## src/rtl/divider.sv

```systemverilog
// Multi-cycle radix-2 restoring divider for DIV/DIVU, start/busy handshake.
// Quotient bits shift into the dividend register; sign fix-up happens in FIX.
module divider #(
   parameter int WIDTH = 32
) (
   input  logic             i_clk,
   input  logic             i_rst_n,
   input  logic             i_start,
   input  logic             i_is_signed,
   input  logic [WIDTH-1:0] i_a,
   input  logic [WIDTH-1:0] i_b,
   output logic             o_busy,
   output logic             o_done,
   output logic             o_div_by_zero,
   output logic [WIDTH-1:0] o_quotient,
   output logic [WIDTH-1:0] o_remainder
);

   localparam int CW = $clog2(WIDTH + 1);

   typedef enum logic [1:0] {S_IDLE, S_RUN, S_FIX} state_t;

   state_t           r_state;
   logic [WIDTH-1:0] r_dvd;
   logic [WIDTH-1:0] r_dvs;
   logic [WIDTH-1:0] r_rem;
   logic [WIDTH-1:0] r_a_orig;
   logic             r_sign_q;
   logic             r_sign_r;
   logic             r_zero;
   logic [CW-1:0]    r_count;

   logic             w_a_neg;
   logic             w_b_neg;
   logic [WIDTH-1:0] w_a_mag;
   logic [WIDTH-1:0] w_b_mag;
   logic [WIDTH:0]   w_shift;
   logic [WIDTH-1:0] w_diff;
   logic             w_ge;
   logic [WIDTH-1:0] w_q_final;
   logic [WIDTH-1:0] w_r_final;

   assign w_a_neg = i_is_signed & i_a[WIDTH-1];
   assign w_b_neg = i_is_signed & i_b[WIDTH-1];
   assign w_a_mag = w_a_neg ? (~i_a + 1'b1) : i_a;
   assign w_b_mag = w_b_neg ? (~i_b + 1'b1) : i_b;

   // Partial remainder stays below the divisor, so the difference always fits in WIDTH bits.
   assign w_shift = {r_rem, r_dvd[WIDTH-1]};
   assign w_ge    = (w_shift >= {1'b0, r_dvs});
   assign w_diff  = w_shift[WIDTH-1:0] - r_dvs;

   assign w_q_final = r_sign_q ? (~r_dvd + 1'b1) : r_dvd;
   assign w_r_final = r_sign_r ? (~r_rem + 1'b1) : r_rem;

   always_ff @(posedge i_clk or negedge i_rst_n) begin
      if (!i_rst_n) begin
         r_state       <= S_IDLE;
         r_dvd         <= '0;
         r_dvs         <= '0;
         r_rem         <= '0;
         r_a_orig      <= '0;
         r_sign_q      <= 1'b0;
         r_sign_r      <= 1'b0;
         r_zero        <= 1'b0;
         r_count       <= '0;
         o_busy        <= 1'b0;
         o_done        <= 1'b0;
         o_div_by_zero <= 1'b0;
         o_quotient    <= '0;
         o_remainder   <= '0;
      end else begin
         case (r_state)
            S_IDLE: begin
               o_done <= 1'b0;
               if (i_start) begin
                  r_dvd         <= w_a_mag;
                  r_dvs         <= w_b_mag;
                  r_rem         <= '0;
                  r_a_orig      <= i_a;
                  r_sign_q      <= w_a_neg ^ w_b_neg;
                  r_sign_r      <= w_a_neg;
                  r_zero        <= (i_b == '0);
                  r_count       <= CW'(WIDTH);
                  o_busy        <= 1'b1;
                  o_div_by_zero <= 1'b0;
                  r_state       <= S_RUN;
               end
            end
            S_RUN: begin
               r_rem   <= w_ge ? w_diff : w_shift[WIDTH-1:0];
               r_dvd   <= {r_dvd[WIDTH-2:0], w_ge};
               r_count <= r_count - CW'(1);
               if (r_count == CW'(1)) begin
                  r_state <= S_FIX;
               end
            end
            S_FIX: begin
               // Divide by zero returns all ones and the untouched dividend.
               o_quotient    <= r_zero ? '1 : w_q_final;
               o_remainder   <= r_zero ? r_a_orig : w_r_final;
               o_div_by_zero <= r_zero;
               o_busy        <= 1'b0;
               o_done        <= 1'b1;
               r_state       <= S_IDLE;
            end
            default: begin
               r_state <= S_IDLE;
            end
         endcase
      end
   end

endmodule

```

## config.mk

```make
export PLATFORM = sky130hd
export DESIGN_NAME = divider
export DESIGN_NICKNAME = d
export VERILOG_FILES = /design/src/rtl/divider.sv
export SDC_FILE = /design/constraint.sdc
export NUM_CORES = 1
export LEC_CHECK = 0
export CAP_MARGIN = 20
export CORE_MARGIN = 2
export CORE_UTILIZATION = 50
export DETAILED_ROUTE_END_ITERATION = 10
export DONT_BUFFER_PORTS = 1
export HOLD_SLACK_MARGIN = 0.12
export PLACE_DENSITY = 0.78
export SKIP_LAST_GASP = 1
export SLEW_MARGIN = 30
export SYNTH_ARGS = -nofsm -noshare
export SYNTH_HDL_FRONTEND = slang
export SYNTH_SLANG_ARGS = --single-unit
```

## constraint.sdc

```tcl
create_clock -name i_clk -period 2.9 [get_ports i_clk]
set_clock_uncertainty 0.05 [all_clocks]
set_input_delay 0.58 -clock i_clk [delete_from_list [all_inputs] [get_ports i_clk]]
set_output_delay 0.58 -clock i_clk [all_outputs]
set_load 0.005 [all_outputs]
```

==> results of run 1 <==
[per-layer routing]
| metal | global-route usage (%) | part of all wire, % | up-vias |
|---|---|---|---|
| met2 | 45.80 | 49 | 476 |
| li1 | - | - | 5440 |
| met5 | 0 | 0 | - |
| met3 | 4.012 | 7.1 | 89 |
| met1 | 34.94 | 40 | 5530 |
| met4 | 9.131 | 3.5 | 0 |
[cells by family after synthesis]
family	share of synthesized area [%]
simple gates	20.35
compound gates	19.95
flops	40.54
xor+xnor	10.26
buf+inv	4.211
fa+ha+maj	3.897
mux	0.7872
[per-stage QoR]
stage | TNS, ns | hold WS [ns] | utilization, %
final | 0 | -0.2996 | 58.02
after global routing | -0.002631 | -0.3123 | 58.02
after CTS | 0 | -0.3087 | 57.71
after detailed placement | 0 | 0.2494 | 54.02
after global placement | 0 | 0.2505 | 54.02
after floorplan | 0 | 0.2344 | -
[worst max-delay path by stage]
| stage | from | endpoint | slack (ns) | depth (start not counted) |
|---|---|---|---|---|
| floorplan | r_rem[16]$_DFFE_PN0P_ | r_rem[21]$_DFFE_PN0P_ | 0.17 | 12 |
| CTS | r_dvs[4]$_DFFE_PN0P_ | r_rem[15]$_DFFE_PN0P_ | 0.05 | 12 |
| global placement | r_dvs[1]$_DFFE_PN0P_ | r_rem[25]$_DFFE_PN0P_ | 0.11 | 12 |
| global route | r_rem[19]$_DFFE_PN0P_ | r_rem[27]$_DFFE_PN0P_ | -0.003 | 10 |
| finish | r_dvs[4]$_DFFE_PN0P_ | r_rem[15]$_DFFE_PN0P_ | 0.09 | 12 |
| detailed placement | r_dvs[4]$_DFFE_PN0P_ | r_rem[15]$_DFFE_PN0P_ | 0.14 | 12 |
[sequential cells by signal (all words and copies together) (netlist names)]
name,cells
r_sign_q,1
r_dvd,32
r_zero,1
o_remainder,32
r_dvs,32
o_quotient,32
o_busy,1
o_done,1
r_state,2
r_count,6
o_div_by_zero,1
r_rem,32
r_a_orig,32
r_sign_r,1
[power by group through the flow]
stage                     combinational [mW]  sequential (mW)  clock (mW)
after floorplan                         7.37             5.30           0
after global placement                  10.6             5.54           0
after detailed placement                10.8             5.62           0
after CTS                               10.9             5.59        3.07
after global routing                    12.4             5.79        3.19
final                                   11.3             5.60        3.04
[worst reg2reg max path: stages (launching register included)]
cell	delay [ns]
dfrtp_1	0.38
inv_1	0.12
ha_1	0.28
buf_4	0.17
a21oi_1	0.24
nand2_1	0.13
o2111ai_2	0.31
buf_4	0.19
nand2_1	0.09
a21oi_1	0.21
o21ai_0	0.13
xnor2_1	0.29
o21ai_1	0.09
[timing repair]
action | CTS | global route
buffers inserted | 0 | 2
endpoints found under the hold margin | 220 | 206
setup endpoints to repair | 0 | 16
resized for setup | 0 | 9
[layout make-up]
cell class	instances	area (sq um)	share of cell area, %
clock inverters	14	142.6	0.9790
flip-flops and latches	206	5157	35.40
repair buffers	109	903.4	6.201
inverters	52	195.2	1.340
clock buffers	28	645.6	4.431
multi-input cells	1187	7112	48.81
well taps	330	412.9	2.834
[cells in the final DEF, fill, tap and decap left out, drive strengths merged, types with 3 or more instances in the layout]
cell type,count
nand2,280
dfrtp,206
o21ai,160
a21oi,118
nor2,118
buf,95
xor2,82
xnor2,67
nand3,61
inv,53
ha,38
a22oi,30
o31ai,29
clkbuf,28
nor3,24
dlygate4sd3,14
or3,14
a32oi,13
nor4,13
or4,12
o41ai,12
a21o,11
nand2b,11
clkinv,11
mux2i,10
o311ai,10
a211oi,8
a31oi,7
nand4,7
nor2b,7
and3,6
o211ai,5
or2,5
and2,4
a21boi,3
==> results.py, run 1 <==
metrics = {
    "run": {
        "max_cap_violations": 0,
    },
    "pwr": {
        "power_frac_seq_pct": 28.2,
        "ir_worst_vdd_mv": 0.6554,
        "p_clk_share_pct": 15.3,
        "power_density_mw_per_mm2": 1366,
        "switchingPower_mw": 8.991,
        "intPower_mw": 10.91,
        "p_comb_share_pct": 56.6,
        "swShare_pct": 45.17,
        "total_power_mw": 19.90,
        "power_leakage_nw": 6.382,
    },
    "detailed_routing": {
        "viasPerCell": 5.989,
        "wl_um": 36360,
        "route.vias.total": 11535,
        "routedWlPerCell_um": 18.88,
        "antenna_left": 0,
        "drtIter0Drc": 1279,
        "dr.pass1.iters": 6,
        "drc": 0,
    },
    "critical_path": {
        "crit_required_ns": 3.25,
        "crit_path_top_delay_cell": "dfrtp_1",
        "reg2reg_slack_ns": 0.09,
        "crit_path_end_kind": "flip-flop",
        "worst-path-buf-inv": 3,
        "r2r-end": "r_rem[15]$_DFFE_PN0P_",
        "worstPathArrival_ns": 3.16,
        "crit_chain": "inv_1, ha_1, buf_4, a21oi_1, nand2_1, o2111ai_2, buf_4, nand2_1, a21oi_1, o21ai_0, xnor2_1, o21ai_1",
        "slowest_delay_ns": 0.38,
        "crit_type": "flip-flop to flip-flop",
        "reg2reg_depth": 12,
        "cp-start-kind": "flip-flop",
        "crit_family": "compound AO/OA/AOI/OAI gates",
        "reg2reg_from": "r_dvs[4]$_DFFE_PN0P_",
        "crit_path_max_fanout": 3,
    },
    "synthesis": {
        "async_flop_share_pct": 100.0,
        "syn-instance-count": 1529,
        "synth_commonest_cells": "nand2_1, dfrtp_1, o21ai_0",
        "yosysWarnings": 0,
        "yosysMostFrequentCell": "nand2_1",
        "yosysTopAreaCell": "dfrtp_1",
        "netlist.area_leader.share_pct": 40.54,
        "synth_area_sq_mm": 0.01272,
        "ys.flop_type": "dfrtp_1",
        "syn_area_per_cell_sq_um": 8.317,
        "ys_top_cells_by_area": "dfrtp_1, nand2_1, xor2_1",
        "yosysUniqueCellTypes": 70,
        "syn-num-nets": 1636,
        "ys_ff_latch": 206,
        "synth-seq-area-share_pct": 40.54,
        "synth-edff-count": 0,
    },
    "grt": {
        "grtUsageTotal_pct": 26.85,
        "grt_max_degree": 207,
        "grt.overflow.total": 0,
        "grt_pass1_wl_um": 57640,
        "antenna_found_initial": 0,
        "grt_pass1_vias": 11173,
    },
    "floorplanning": {
        "core_sq_mm": 0.02511,
        "start_util_pct": 50.64,
        "pin_count": 135,
        "rows": 58,
        "die_area_sq_mm": 0.02672,
        "chipWidth_um": 163.5,
        "die_h_um": 163.5,
    },
    "sta": {
        "setup_violations": 0,
        "rsz0062_at_grt": "true",
        "post-route-period-util_pct": 96.79,
        "worst-slew-pin-transition_ns": 0.8453,
        "relSlewSlack_pct": 43.65,
        "fin_ws_ns": 0.09297,
        "drv_slew": 0,
        "whs_ns": -0.2996,
        "hold_viol": 206,
        "fmax_ghz": 0.3562,
        "finalCriticalPeriod_ns": 2.807,
    },
    "placed_design": {
        "dpl.hpwl_um": 26440,
        "io_buffers": 0,
        "gp_congestion": 0.9558,
        "dp.cells": 1868,
        "placed_cell_area_sq_mm": 0.01356,
        "pre_cts_ws_ns": 0.1386,
    },
    "layout": {
        "design_area_sq_mm": 0.01457,
        "fin_cells": 1926,
        "nFillCells": 2241,
        "syn_to_final_growth_pct": 14.57,
        "final_nets": 1687,
        "drive_above_1_share_pct": 11.15,
        "diodes": 0,
    },
    "clocking": {
        "clock-sinks": 206,
        "hold_buffers": 14,
        "insertion_delay_ns": 0.54,
        "cts.path.max_buffers": 3,
        "htreeDepth": 1,
        "root_buffer": "clkbuf_16",
        "cts_tree": "built",
        "cts-buffers-inserted": 24,
        "cts.clk_slew.worst_paths_ns": 0.06,
    },
    "outcome": {
        "violations": "hold timing",
        "outcome": "finished, violations left",
    },
    "min_path": {
        "hp-class": "primary input to asynchronous set/reset pin",
    },
}
Note: power is estimated with default switching activity, not from simulation.
==> run 2, diff against run 1 <==
--- a/config.mk
+++ b/config.mk
@@ -11,7 +11,8 @@
 export DETAILED_ROUTE_END_ITERATION = 10
 export DONT_BUFFER_PORTS = 1
 export HOLD_SLACK_MARGIN = 0.12
-export PLACE_DENSITY = 0.78
+export PLACE_DENSITY = 0.75
+export SKIP_CTS_REPAIR_TIMING = 1
 export SKIP_LAST_GASP = 1
 export SLEW_MARGIN = 30
 export SYNTH_ARGS = -nofsm -noshare
==> constraint.sdc (replaced) <==
create_clock -name i_clk -period 3.6 [get_ports i_clk]
set_clock_uncertainty 0.05 [all_clocks]
set_input_delay 0.72 -clock i_clk [delete_from_list [all_inputs] [get_ports i_clk]]
set_output_delay 0.72 -clock i_clk [all_outputs]
set_load 0.005 [all_outputs]
==> results.py, run 2 (synthesis results as in run 1) <==
metrics = {
    "outcome": {
        "outcome": "finished, violations left",
        "violations": "hold timing",
    },
    "layout": {
        "final_nets": 1597,
        "syn_to_final_growth_pct": 8.649,
        "layout_common_cells": "nand2_1, dfrtp_1, o21ai_0",
        "final_common_cell": "nand2_1",
        "design_area_sq_mm": 0.01382,
        "nFillCells": 2292,
        "drive_above_1_share_pct": 6.304,
    },
    "detailed_routing": {
        "drtIter0Drc": 983,
        "viasPerCell": 5.942,
        "route.met2.wl_um": 16280,
        "top_layer": "met4",
        "antenna_left": 0,
        "drc": 0,
        "routedWlPerCell_um": 18.81,
        "wl_um": 34600,
        "route.met3.wl_um": 2509,
        "route.vias.total": 10928,
        "dr.pass1.iters": 8,
        "wl_met1_um": 14760,
    },
    "min_path": {
        "hp-class": "primary input to asynchronous set/reset pin",
    },
    "critical_path": {
        "crit_path_max_fanout": 38,
        "reg2reg_slack_ns": 0.42,
        "crit_end": "r_rem[18]$_DFFE_PN0P_",
        "cp_num_cells": 9,
        "cp-start-kind": "flip-flop",
        "worst-path-buf-inv": 0,
        "reg2reg_depth": 9,
        "crit_type": "flip-flop to flip-flop",
        "crit_required_ns": 3.93,
        "cp-startpoint": "r_rem[26]$_DFFE_PN0P_",
        "crit_path_end_kind": "flip-flop",
        "worstPathArrival_ns": 3.51,
        "reg2reg_from": "r_rem[26]$_DFFE_PN0P_",
        "crit_family": "simple AND/OR/NAND/NOR gates",
        "crit_path_top_delay_cell": "dfrtp_1",
        "crit_chain": "ha_1, and3_1, nand4_1, or3b_1, a211oi_1, o21ai_1, and3_4, a32oi_1, o31ai_2",
        "r2r-end": "r_rem[18]$_DFFE_PN0P_",
        "slowest_delay_ns": 0.50,
    },
    "floorplanning": {
        "core_sq_mm": 0.02511,
        "start_util_pct": 50.64,
        "die_area_sq_mm": 0.02672,
        "die_h_um": 163.5,
        "chipWidth_um": 163.5,
        "pin_count": 135,
        "rows": 58,
    },
    "clocking": {
        "insertion_delay_ns": 0.54,
        "cts-buffers-inserted": 24,
        "clock-sinks": 206,
        "cts.clk_slew.worst_paths_ns": 0.06,
        "cts.path.max_buffers": 3,
        "cts_tree": "built",
        "root_buffer": "clkbuf_16",
        "htreeDepth": 1,
    },
    "sta": {
        "drv_slew": 0,
        "finalCriticalPeriod_ns": 3.182,
        "relSlewSlack_pct": 40.72,
        "finalSetupTns_ns": 0,
        "whs_ns": -0.1630,
        "worst-slew-pin-transition_ns": 0.8893,
        "fmax_ghz": 0.3143,
        "hold_viol": 206,
        "setup_violations": 0,
        "rsz0062_at_grt": "false",
        "post-route-period-util_pct": 88.38,
    },
    "grt": {
        "grt_pass1_vias": 10265,
        "grt_max_degree": 207,
        "grtUsageTotal_pct": 25.85,
        "grt_pass1_wl_um": 55300,
        "antenna_found_initial": 2,
        "grt.overflow.total": 0,
    },
    "run": {
        "max_cap_violations": 0,
    },
    "placed_design": {
        "gp_congestion": 0.9330,
        "placed_cell_area_sq_mm": 0.01297,
        "dpl.hpwl_um": 25200,
        "io_buffers": 0,
    },
    "pwr": {
        "ir_worst_vdd_mv": 0.5062,
        "power_leakage_nw": 5.947,
        "power_density_mw_per_mm2": 1076,
    },
}
-- run 2: worst reg2reg max path, stage by stage (launching register included) --
cell      delay [ns]
dfrtp_1         0.50
ha_1            0.47
and3_1          0.28
nand4_1         0.19
or3b_1          0.40
a211oi_1        0.33
o21ai_1         0.12
and3_4          0.33
a32oi_1         0.28
o31ai_2         0.09
-- run 2: per-stage QoR --
stage	util [%]	power [mW]	worst slack (ns)	hold slack [ns]	std cells
2_1_floorplan	-	10.21	0.8654	0.3744	1529
3_3_place_gp	51.65	12.01	0.4680	0.3907	1794
3_5_place_dp	51.66	12.21	0.4577	0.3878	1794
4_1_cts	54.99	14.82	0.4598	-0.1725	1837
5_1_grt	55.00	16.09	0.3012	-0.1811	1837
6_report	55.02	14.86	0.4185	-0.1630	1839
-- run 2: final cells by class --
class	count	area (sq um)	share of cell area (%)
antenna	2	5.005	0.03623
tap	330	412.9	2.989
clock inverter	11	145.1	1.051
clock buffer	32	690.7	4.999
sequential	206	5161	37.36
timing repair buffer	19	155.1	1.123
inverter	52	195.2	1.413
multi-input combinational	1187	7051	51.03
-- run 2: how the worst min path moves through the flow --
stage	start	end	slack, ns	cells after the start
6_report	i_rst_n	o_busy$_DFFE_PN0P_	-0.16	0
5_1_grt	i_rst_n	o_busy$_DFFE_PN0P_	-0.18	0
4_1_cts	i_rst_n	o_busy$_DFFE_PN0P_	-0.17	0
3_5_place_dp	i_rst_n	o_busy$_DFFE_PN0P_	0.39	0
3_3_place_gp	i_rst_n	o_busy$_DFFE_PN0P_	0.39	0
2_1_floorplan	i_rst_n	o_busy$_DFFE_PN0P_	0.37	0
-- run 2: layer usage --
layer,global-route usage [%],vias to the layer above
li1,-,5269
met1,34.87,5200
met2,42.21,390
met3,4.749,69
met4,8.293,0
met5,0,-
-- run 2: report_power, final --
| part | total [mW] | internal, mW | switching [mW] |
|---|---|---|---|
| logic | 7.55 | 3.05 | 4.50 |
| registers | 4.72 | 3.45 | 1.27 |
| clock network | 2.59 | 1.56 | 1.03 |
| total | 14.9 | 8.06 | 6.80 |
